**src/rtl/serial_tx_fifo_if.sv**
```systemverilog
// Signal bundle between the receive path, the byte FIFO and the serial transmitter.
// The FIFO takes the slave modport; the side that feeds rx bytes and reports tx status takes the master modport.
interface serial_tx_fifo_if #(
  parameter int ADDR_WIDTH = 4
);
  logic                  i_Rx_DV;
  logic [7:0]            i_Rx_Byte;
  logic                  i_Tx_Active;
  logic                  i_Tx_Done;
  logic                  o_Tx_DV;
  logic [7:0]            o_Tx_Byte;
  logic [ADDR_WIDTH:0]   o_Count;
  logic                  o_Empty;
  logic                  o_Full;
  logic                  o_Overflow;
  logic [1:0]            o_State;

  // Handshake: i_Rx_DV is a 1-cycle strobe with no back-pressure, so a byte offered
  // while the FIFO is full (and not popping on that edge) is lost and flagged in o_Overflow.
  // o_Tx_DV is a 1-cycle launch strobe raised only while i_Tx_Active is low; the
  // next launch waits for i_Tx_Done plus one dead cycle.
  modport master (
    output i_Rx_DV, i_Rx_Byte, i_Tx_Active, i_Tx_Done,
    input  o_Tx_DV, o_Tx_Byte, o_Count, o_Empty, o_Full, o_Overflow, o_State
  );

  modport slave (
    input  i_Rx_DV, i_Rx_Byte, i_Tx_Active, i_Tx_Done,
    output o_Tx_DV, o_Tx_Byte, o_Count, o_Empty, o_Full, o_Overflow, o_State
  );
endinterface

```
**src/rtl/serial_tx_fifo.sv**
```systemverilog
// Byte FIFO between serial_rx and serial_tx: absorbs rx bursts and launches one byte
// at a time into the transmitter whenever it is idle.
module serial_tx_fifo #(
  parameter int ADDR_WIDTH = 4
) (
  input  logic             i_Clock,
  input  logic             i_Reset,
  serial_tx_fifo_if.slave  bus
);
  localparam int DEPTH = 1 << ADDR_WIDTH;
  localparam logic [ADDR_WIDTH:0]   DEPTH_C   = (ADDR_WIDTH+1)'(DEPTH);
  localparam logic [ADDR_WIDTH:0]   CNT_ONE   = (ADDR_WIDTH+1)'(1);
  localparam logic [ADDR_WIDTH-1:0] PTR_ONE   = ADDR_WIDTH'(1);

  typedef enum logic [1:0] {
    ST_IDLE = 2'd0,
    ST_BUSY = 2'd1,
    ST_GAP  = 2'd2
  } state_e;

  state_e                state_q;
  logic [7:0]            mem_q [DEPTH];
  logic [ADDR_WIDTH-1:0] wr_ptr_q, rd_ptr_q;
  logic [ADDR_WIDTH:0]   count_q, count_d;
  logic                  overflow_q;
  logic                  tx_dv_q;
  logic [7:0]            tx_byte_q;

  logic full;
  logic empty;
  logic launch;
  logic push_ok;
  logic push_drop;

  assign empty = (count_q == '0);
  assign full  = (count_q == DEPTH_C);

  // A launch pops, so a push on a full FIFO is still accepted on the launch edge.
  assign launch    = (state_q == ST_IDLE) && !empty && !bus.i_Tx_Active;
  assign push_ok   = bus.i_Rx_DV && (!full || launch);
  assign push_drop = bus.i_Rx_DV && !push_ok;

  always_comb begin
    count_d = count_q;
    case ({push_ok, launch})
      2'b10:   count_d = count_q + CNT_ONE;
      2'b01:   count_d = count_q - CNT_ONE;
      default: count_d = count_q;
    endcase
  end

  // Storage carries no reset; pointers and count alone define what is valid.
  always_ff @(posedge i_Clock) begin
    if (push_ok) begin
      mem_q[wr_ptr_q] <= bus.i_Rx_Byte;
    end
  end

  always_ff @(posedge i_Clock or posedge i_Reset) begin
    if (i_Reset) begin
      wr_ptr_q   <= '0;
      count_q    <= '0;
      overflow_q <= 1'b0;
    end else begin
      count_q <= count_d;
      if (push_ok) begin
        wr_ptr_q <= wr_ptr_q + PTR_ONE;
      end
      if (push_drop) begin
        overflow_q <= 1'b1;
      end
    end
  end

  always_ff @(posedge i_Clock or posedge i_Reset) begin
    if (i_Reset) begin
      state_q   <= ST_IDLE;
      rd_ptr_q  <= '0;
      tx_dv_q   <= 1'b0;
      tx_byte_q <= 8'h00;
    end else begin
      case (state_q)
        ST_IDLE: begin
          if (launch) begin
            tx_byte_q <= mem_q[rd_ptr_q];
            rd_ptr_q  <= rd_ptr_q + PTR_ONE;
            tx_dv_q   <= 1'b1;
            state_q   <= ST_BUSY;
          end else begin
            tx_dv_q   <= 1'b0;
          end
        end
        ST_BUSY: begin
          tx_dv_q <= 1'b0;
          if (bus.i_Tx_Done) begin
            state_q <= ST_GAP;
          end
        end
        // One dead cycle lets serial_tx settle back to idle before the next launch.
        ST_GAP: begin
          tx_dv_q <= 1'b0;
          state_q <= ST_IDLE;
        end
        default: begin
          tx_dv_q <= 1'b0;
          state_q <= ST_IDLE;
        end
      endcase
    end
  end

  assign bus.o_Tx_DV     = tx_dv_q;
  assign bus.o_Tx_Byte   = tx_byte_q;
  assign bus.o_Count     = count_q;
  assign bus.o_Empty     = empty;
  assign bus.o_Full      = full;
  assign bus.o_Overflow  = overflow_q;
  assign bus.o_State     = state_q;
endmodule

```
**src/flat_wrapper.sv**
```systemverilog
// flat-port wrapper written by rule: the top's interface ports become plain ports
module serial_tx_fifo_flat 
#(
  parameter int ADDR_WIDTH = 4
)
  (i_Clock, i_Reset, bus_i_Rx_DV, bus_i_Rx_Byte, bus_i_Tx_Active, bus_i_Tx_Done, bus_o_Tx_DV, bus_o_Tx_Byte, bus_o_Count, bus_o_Empty, bus_o_Full, bus_o_Overflow, bus_o_State);
  serial_tx_fifo_if #(.ADDR_WIDTH(ADDR_WIDTH)) bus_i ();
  input  logic i_Clock;
  input  logic i_Reset;
  input wire logic [$bits(bus_i.i_Rx_DV)-1:0] bus_i_Rx_DV;
  input wire logic [$bits(bus_i.i_Rx_Byte)-1:0] bus_i_Rx_Byte;
  input wire logic [$bits(bus_i.i_Tx_Active)-1:0] bus_i_Tx_Active;
  input wire logic [$bits(bus_i.i_Tx_Done)-1:0] bus_i_Tx_Done;
  output wire logic [$bits(bus_i.o_Tx_DV)-1:0] bus_o_Tx_DV;
  output wire logic [$bits(bus_i.o_Tx_Byte)-1:0] bus_o_Tx_Byte;
  output wire logic [$bits(bus_i.o_Count)-1:0] bus_o_Count;
  output wire logic [$bits(bus_i.o_Empty)-1:0] bus_o_Empty;
  output wire logic [$bits(bus_i.o_Full)-1:0] bus_o_Full;
  output wire logic [$bits(bus_i.o_Overflow)-1:0] bus_o_Overflow;
  output wire logic [$bits(bus_i.o_State)-1:0] bus_o_State;
  assign bus_i.i_Rx_DV = bus_i_Rx_DV;
  assign bus_i.i_Rx_Byte = bus_i_Rx_Byte;
  assign bus_i.i_Tx_Active = bus_i_Tx_Active;
  assign bus_i.i_Tx_Done = bus_i_Tx_Done;
  assign bus_o_Tx_DV = bus_i.o_Tx_DV;
  assign bus_o_Tx_Byte = bus_i.o_Tx_Byte;
  assign bus_o_Count = bus_i.o_Count;
  assign bus_o_Empty = bus_i.o_Empty;
  assign bus_o_Full = bus_i.o_Full;
  assign bus_o_Overflow = bus_i.o_Overflow;
  assign bus_o_State = bus_i.o_State;
  serial_tx_fifo #(.ADDR_WIDTH(ADDR_WIDTH)) u_core (.i_Clock(i_Clock), .i_Reset(i_Reset), .bus(bus_i));
endmodule
```
**config.mk**
```make
export PLATFORM = sky130hd
export DESIGN_NAME = serial_tx_fifo_flat
export DESIGN_NICKNAME = d
export VERILOG_FILES = /design/src/rtl/serial_tx_fifo_if.sv /design/src/rtl/serial_tx_fifo.sv /design/src/flat_wrapper.sv
export SDC_FILE = /design/constraint.sdc
export NUM_CORES = 1
export LEC_CHECK = 0
export ABC_CLOCK_PERIOD_IN_PS = 4700
export BUFFER_PORTS_ARGS = -buffer_cell sky130_fd_sc_hd__buf_2
export CORE_MARGIN = 5
export CORE_UTILIZATION = 55
export DETAILED_ROUTE_END_ITERATION = 7
export GPL_TIMING_DRIVEN = 0
export PLACE_DENSITY_LB_ADDON = 0.3
export SKIP_LAST_GASP = 1
export SLEW_MARGIN = 20
export SYNTH_ARGS = -nofsm -noshare
export SYNTH_HDL_FRONTEND = slang
export SYNTH_SLANG_ARGS = --single-unit
```
**constraint.sdc**
```tcl
create_clock -name i_Clock -period 4.7 [get_ports i_Clock]
set_input_delay 0.705 -clock i_Clock [delete_from_list [all_inputs] [get_ports i_Clock]]
set_output_delay 0.705 -clock i_Clock [all_outputs]
set_load 0.05 [all_outputs]
```
# ---- After elaboration in Yosys (flattened, before gate mapping)
# Memory sizes are Yosys's and may differ from the RTL's. A register that Yosys moved wholly into a read port is not among the register bits.
# Cells that the tools add are included.
dict set report op_classes {
  addsub 4
  eq_ne 6
  mux 8
  reduce_logical 14
}
# operator count
set op_table {}
lappend op_table {{5-bit case mux with 2 select lines} 1}
lappend op_table {{4-bit by 1-bit adder with 4-bit output (second input constant)} 2}
lappend op_table {{5-bit by 1-bit adder with 5-bit output (second input constant)} 1}
lappend op_table {{5-bit equality test (second input constant)} 1}
lappend op_table {{5-bit logical NOT} 1}
lappend op_table {{5-bit by 1-bit subtractor with 5-bit output (second input constant)} 1}
lappend op_table {{2-bit by 1-bit equality test with 1-bit output (second input constant)} 2}
lappend op_table {{1-bit logical AND} 4}
lappend op_table {{1-bit logical NOT} 4}
lappend op_table {{1-bit 2-to-1 mux} 4}
lappend op_table {{2-bit 2-to-1 mux} 2}
lappend op_table {{2-bit case mux with 2 select lines} 1}
lappend op_table {{2-bit AND reduction} 2}
lappend op_table {{2-bit equality test (second input constant)} 1}
lappend op_table {{2-bit logical NOT} 1}
lappend op_table {{2-bit by 1-bit inequality test with 1-bit output (second input constant)} 1}
lappend op_table {{2-bit inequality test (second input constant)} 1}
lappend op_table {{2-bit nonzero test} 1}
lappend op_table {{1-bit logical OR} 1}
dict set report word_totals {
  reg_bits 17
  mem_bits_rw 128
  in_bits 13
  out_inout_bits 19
  word_cells 39
  memories 1
}
# name depth width read_ports rd_ports_with_merged_regs wr line_no
set mem_list {}
lappend mem_list {u_core.mem_q 16 8 1 1 1 serial_tx_fifo.sv:22} ;# logic [7:0] mem_q [DEPTH];

# ---- Depth between registers and ports, before layout
dict set report logic_depth {
  word_depth 8
  ltp_mapped 10
  ltp_nobuf 9
}

# ---- Least setup slack after synthesis
# Ideal clock, no wire load.
dict set report synth_path {
  path_type {reg-to-reg}
  from {reg u_core.count_q[2] (netlist: u_core.bus.o_Count[2])}
  to {reg u_core.count_q[4] (netlist: u_core.bus.o_Count[4])}
  setup_time_ns 0.143
  arrival_time_ns 2.916
  required_time_ns 4.557
  slack_ns 1.641
  path_stages_with_launch 11
  n_path_buf 1
  period_less_slack_ns 3.059
  path_cell_list {dfrtp_1 -> or4_4 -> o21ai_1 -> buf_2 -> inv_1 -> ha_1 -> fa_1 -> a21o_1 -> a21oi_1 -> mux2i_1 -> xnor2_1}
}
dict set report synth_via {
  elab_chain_len 8
  elab_cells_between_ends 14
  classes_between {add/sub: 2; eq/ne: 3; mux: 1; reduce/logical: 8}
}
# element line_no
set synth_lines {}
lappend synth_lines {{from (decl)} serial_tx_fifo.sv:24} ;# logic [ADDR_WIDTH:0] count_q, count_d;
lappend synth_lines {{from (signal assigned)} serial_tx_fifo.sv:65} ;# count_q <= count_d;
lappend synth_lines {{5-bit logical NOT} serial_tx_fifo.sv:35} ;# assign empty = (count_q == '0);
lappend synth_lines {{1-bit logical NOT} serial_tx_fifo.sv:39} ;# assign launch = (state_q == ST_IDLE) && !empty && !bus.i_Tx_Active;
lappend synth_lines {{1-bit logical AND (2 in series)} serial_tx_fifo.sv:39}
lappend synth_lines {{1-bit logical OR} serial_tx_fifo.sv:40} ;# assign push_ok = bus.i_Rx_DV && (!full || launch);
lappend synth_lines {{1-bit logical AND} serial_tx_fifo.sv:40}
lappend synth_lines {{2-bit by 1-bit equality test with 1-bit output / 2-bit equality test (equally long branches)} serial_tx_fifo.sv:45} ;# case ({push_ok, launch})
lappend synth_lines {{5-bit case mux with 2 select lines / 2-bit nonzero test (equally long branches)} n/a}
# Several ways; a longest one is shown, not always the timed one.
# A chain may end at the register's enable or synchronous reset.

# ---- Worst setup path in the final report
# Ends and elaborated chain as after synthesis.

==> summary.txt <==
Clock tree
  – Cts repair resizes: 0
  – Setup bufs post-CTS: 0
  – Clk root buf: clkbuf_16
  – CTS tree: done
  – Hold Buf Count CTS: 0
  – Worst-Skew Late Latency: around 0.42 ns
  – Number of buffers created by CTS: 17
  – CTS max path bufs: 2
  – Worst-path clk slew: 0.06 ns
  – Clock sink count: approximately 150
  – Htree depth: 4

Detailed routing
  – DR vias: between 3k and 4k
  – Initial drt markers: 214
  – Vias per Instance: 5.837
  – DRC: 0
  – Routed len/inst: around 22 µm
  – First-pass DRT Iterations: 4
  – Antenna-violating nets left: 0
  – Drt total wl: approximately 12000 µm

Critical path
  – R2R Setup Slk: 1.62 ns
  – CP Launch Type: flop
  – CP max FO: 10
  – Crit. End Element: flop
  – Worst Setup SP: u_core.bus.o_Count[2]$_DFFE_PP0P_
  – CP Data Required Time: 5.04 ns
  – WP data arrival: 3.42 ns
  – Reg-to-Reg Start: u_core.bus.o_Count[2]$_DFFE_PP0P_
  – Critical setup path kind: flop to flop
  – FF-to-FF path depth: 10
  – Reg2reg end: u_core.bus.o_Count[4]$_DFFE_PP0P_

Global routing
  – Vias in the first global route: 3299
  – Antenna violations before repair: 0
  – First-pass GRT wire length: between 15000 and 20000 µm
  – GRT Resource Usage Total: 0.1951
  – Largest net degree at the start of global routing: 26
  – Gr ovfl total: 0

STA
  – Final hold violation count: 0
  – Final hold slack: 0.3741 ns
  – Final-report max-slew violation count: 0
  – Layout Skew: about 0.006 ns
  – Period minus WS final: a little over 3 ns
  – Max_slew headroom: 0.3689
  – Final Setup Violations: 0
  – Slew @ Worst Pin: 0.9431 ns
  – Fmax: 324.5 MHz
  – Final period util: 0.6556
  – Unrepaired setup endpoints after global routing: false
  – Final TNS setup: 0 ns

Final layout
  – Commonest non-fill, non-tap cell in the layout: edfxtp_1
  – Register area: 4469 µm²
  – Layout cell share with drive strength beyond 1: 0.2774
  – Layout Cells excl Fill: 533
  – Multi-input logic area: 1607 µm²
  – Diode count: 0
  – Nets: about 400
  – Area grow syn2layout: 16.06%
  – Most frequent cells in the layout: 128 x edfxtp_1, 39 x buf_2, 25 x mux4_2, 25 x dfrtp_1, 19 x clkbuf_16
  – # fillers: 719

Pwr
  – Peak supply drop: around 0.43 mV
  – Power per standard cell area: 670.9 nW/µm²
  – Leakage Power: 2.646 nW

Floorplan
  – Die Ht: about 120 µm
  – # IOs: 32
  – Die Area: 13520 µm²
  – # rows: 38
  – Initial Util: 0.5680
  – Die X: 116.3 µm
  – Core ar.: about 11000 µm²

Synthesis
  – Yosys warns: 0
  – Distinct cells, synth: 36
  – Post-synthesis adder-cell area fraction: 0.02135
  – Synth Instances: 326
  – Synth Flop Type: edfxtp_1
  – Post-synth net total: 349
  – Ys async rst share: 0.1634
  – Post-synth EDFFs: 128
  – Largest family of logic cells by synthesized area: multiplexers
  – Multiplexer share of the synthesized area: 0.1366
  – Mapped cell area: 6211 µm²
  – Compound-Gate Fraction of Synth Area: 0.04110
  – Post-Synth XOR/XNOR Area: 0.01410
  – Syn Area/Cell: 19.05 µm²
  – Synth Register Bits: between 150 and 200
  – Register area share after synthesis: 0.7196
  – Area share of and/or/nand/nor cells after synthesis: 0.04150

Place
  – Placed Cells: 501
  – Dpl hpwl: 7729 µm
  – Gp weighted congestion: 0.7974
  – I/O Buffers: 31

Status
  – Status: finished, final reports clean

Job
  – Max Cap Violations: 0

Hold path
  – Hold WC Path Type: primary input to async pin
[cells by family after synthesis]
group | Yosys count
adder cells (fa/ha/maj) | 10
AND/OR/NAND/NOR | 46
flip-flops | 153
multiplexers | 42
XOR/XNOR | 10
AO/OA/AOI/OAI | 35
buffers and inverters | 30
[critical path, cell delays in order, from the launching register on]
cell,delay [ns]
dfrtp_1,0.41
or4_4,0.59
o21ai_1,0.21
buf_2,0.28
inv_1,0.07
ha_1,0.26
fa_1,0.43
a21o_1,0.20
a21oi_1,0.18
mux2i_1,0.24
xnor2_1,0.13
[report_power, final]
part / internal, mW / switching, mW / total (mW)
combinational: 0.657 / 0.983 / 1.64
sequential: 1.70 / 0.103 / 1.80
clock: 0.887 / 0.506 / 1.39
[registers in the layout, summed over array words and instances (netlist names)]
signal                 cells
u_core.wr_ptr_q            4
u_core.bus.o_State         2
u_core.bus.o_Count         5
u_core.bus.o_Tx_Byte       8
u_core.rd_ptr_q            4
u_core.bus.o_Tx_DV         1
u_core.bus.o_Overflow      1
u_core.mem_q             128
[layer usage]
| layer | up-vias | routed length (µm) | GRT usage |
|---|---|---|---|
| li1 | 1404 | - | - |
| met1 | 1564 | 4981 | 0.2660 |
| met2 | 116 | 5919 | 0.3055 |
| met3 | 27 | 801 | 0.04870 |
| met4 | 0 | 279 | 0.07889 |
| met5 | - | 0 | 0 |
[through the flow]
step / setup WS, ns / area (µm²) / util / power (mW)
final: 1.619 / 7208 / 0.6592 / 4.836
after global routing: 1.412 / 7208 / 0.6592 / 5.068
after CTS: 1.586 / 7208 / 0.6592 / 4.866
after detailed placement: 1.612 / 6594 / 0.6030 / 3.465
after global placement: 1.193 / 6541 / 0.5982 / 3.404
after floorplan: 1.641 / 6211 / - / 3.038
[cell usage after synthesis (all sizes together) (2+ instances only)]
master,number,area (µm²)
edfxtp,128,3844
mux4,32,747.0
dfrtp,25,625.6
buf,12,92.58
inv,12,45.04
a21oi,10,50.05
ha,9,112.6
mux2i,9,90.09
nor2b,9,56.30
xnor2,9,78.83
a211o,8,70.07
a22o,8,70.07
and2,8,50.05
nand2,8,30.03
nor2,8,30.03
clkbuf,6,22.52
o21ai,5,25.02
nor4,4,25.02
a21o,3,22.52
nand4,2,12.51
nor3,2,10.01
[worst max-delay path by stage]
stage	depth (start not counted)	to	slack, ns
6_report	10	u_core.bus.o_Count[4]$_DFFE_PP0P_	1.62
2_1_floorplan	10	u_core.bus.o_Count[4]$_DFFE_PP0P_	1.64
3_3_place_gp	5	u_core.mem_q[1][7]$_DFFE_PP_	1.19
3_5_place_dp	10	u_core.bus.o_Count[4]$_DFFE_PP0P_	1.61
4_1_cts	10	u_core.bus.o_Count[4]$_DFFE_PP0P_	1.59
5_1_grt	10	u_core.bus.o_Count[4]$_DFFE_PP0P_	1.41
[area by class of cell]
type                            instances  area share
Sequential cell                       153      0.6200
Multi-Input combinational cell        143      0.2229
Clock buffer                           26     0.07377
Timing Repair Buffer                   35     0.02534
Tap cell                              140     0.02430
Buffer                                 18     0.01597
Clock inverter                          6     0.01146
Inverter                               12    0.006249
Note: power is estimated with default switching activity, not from simulation.
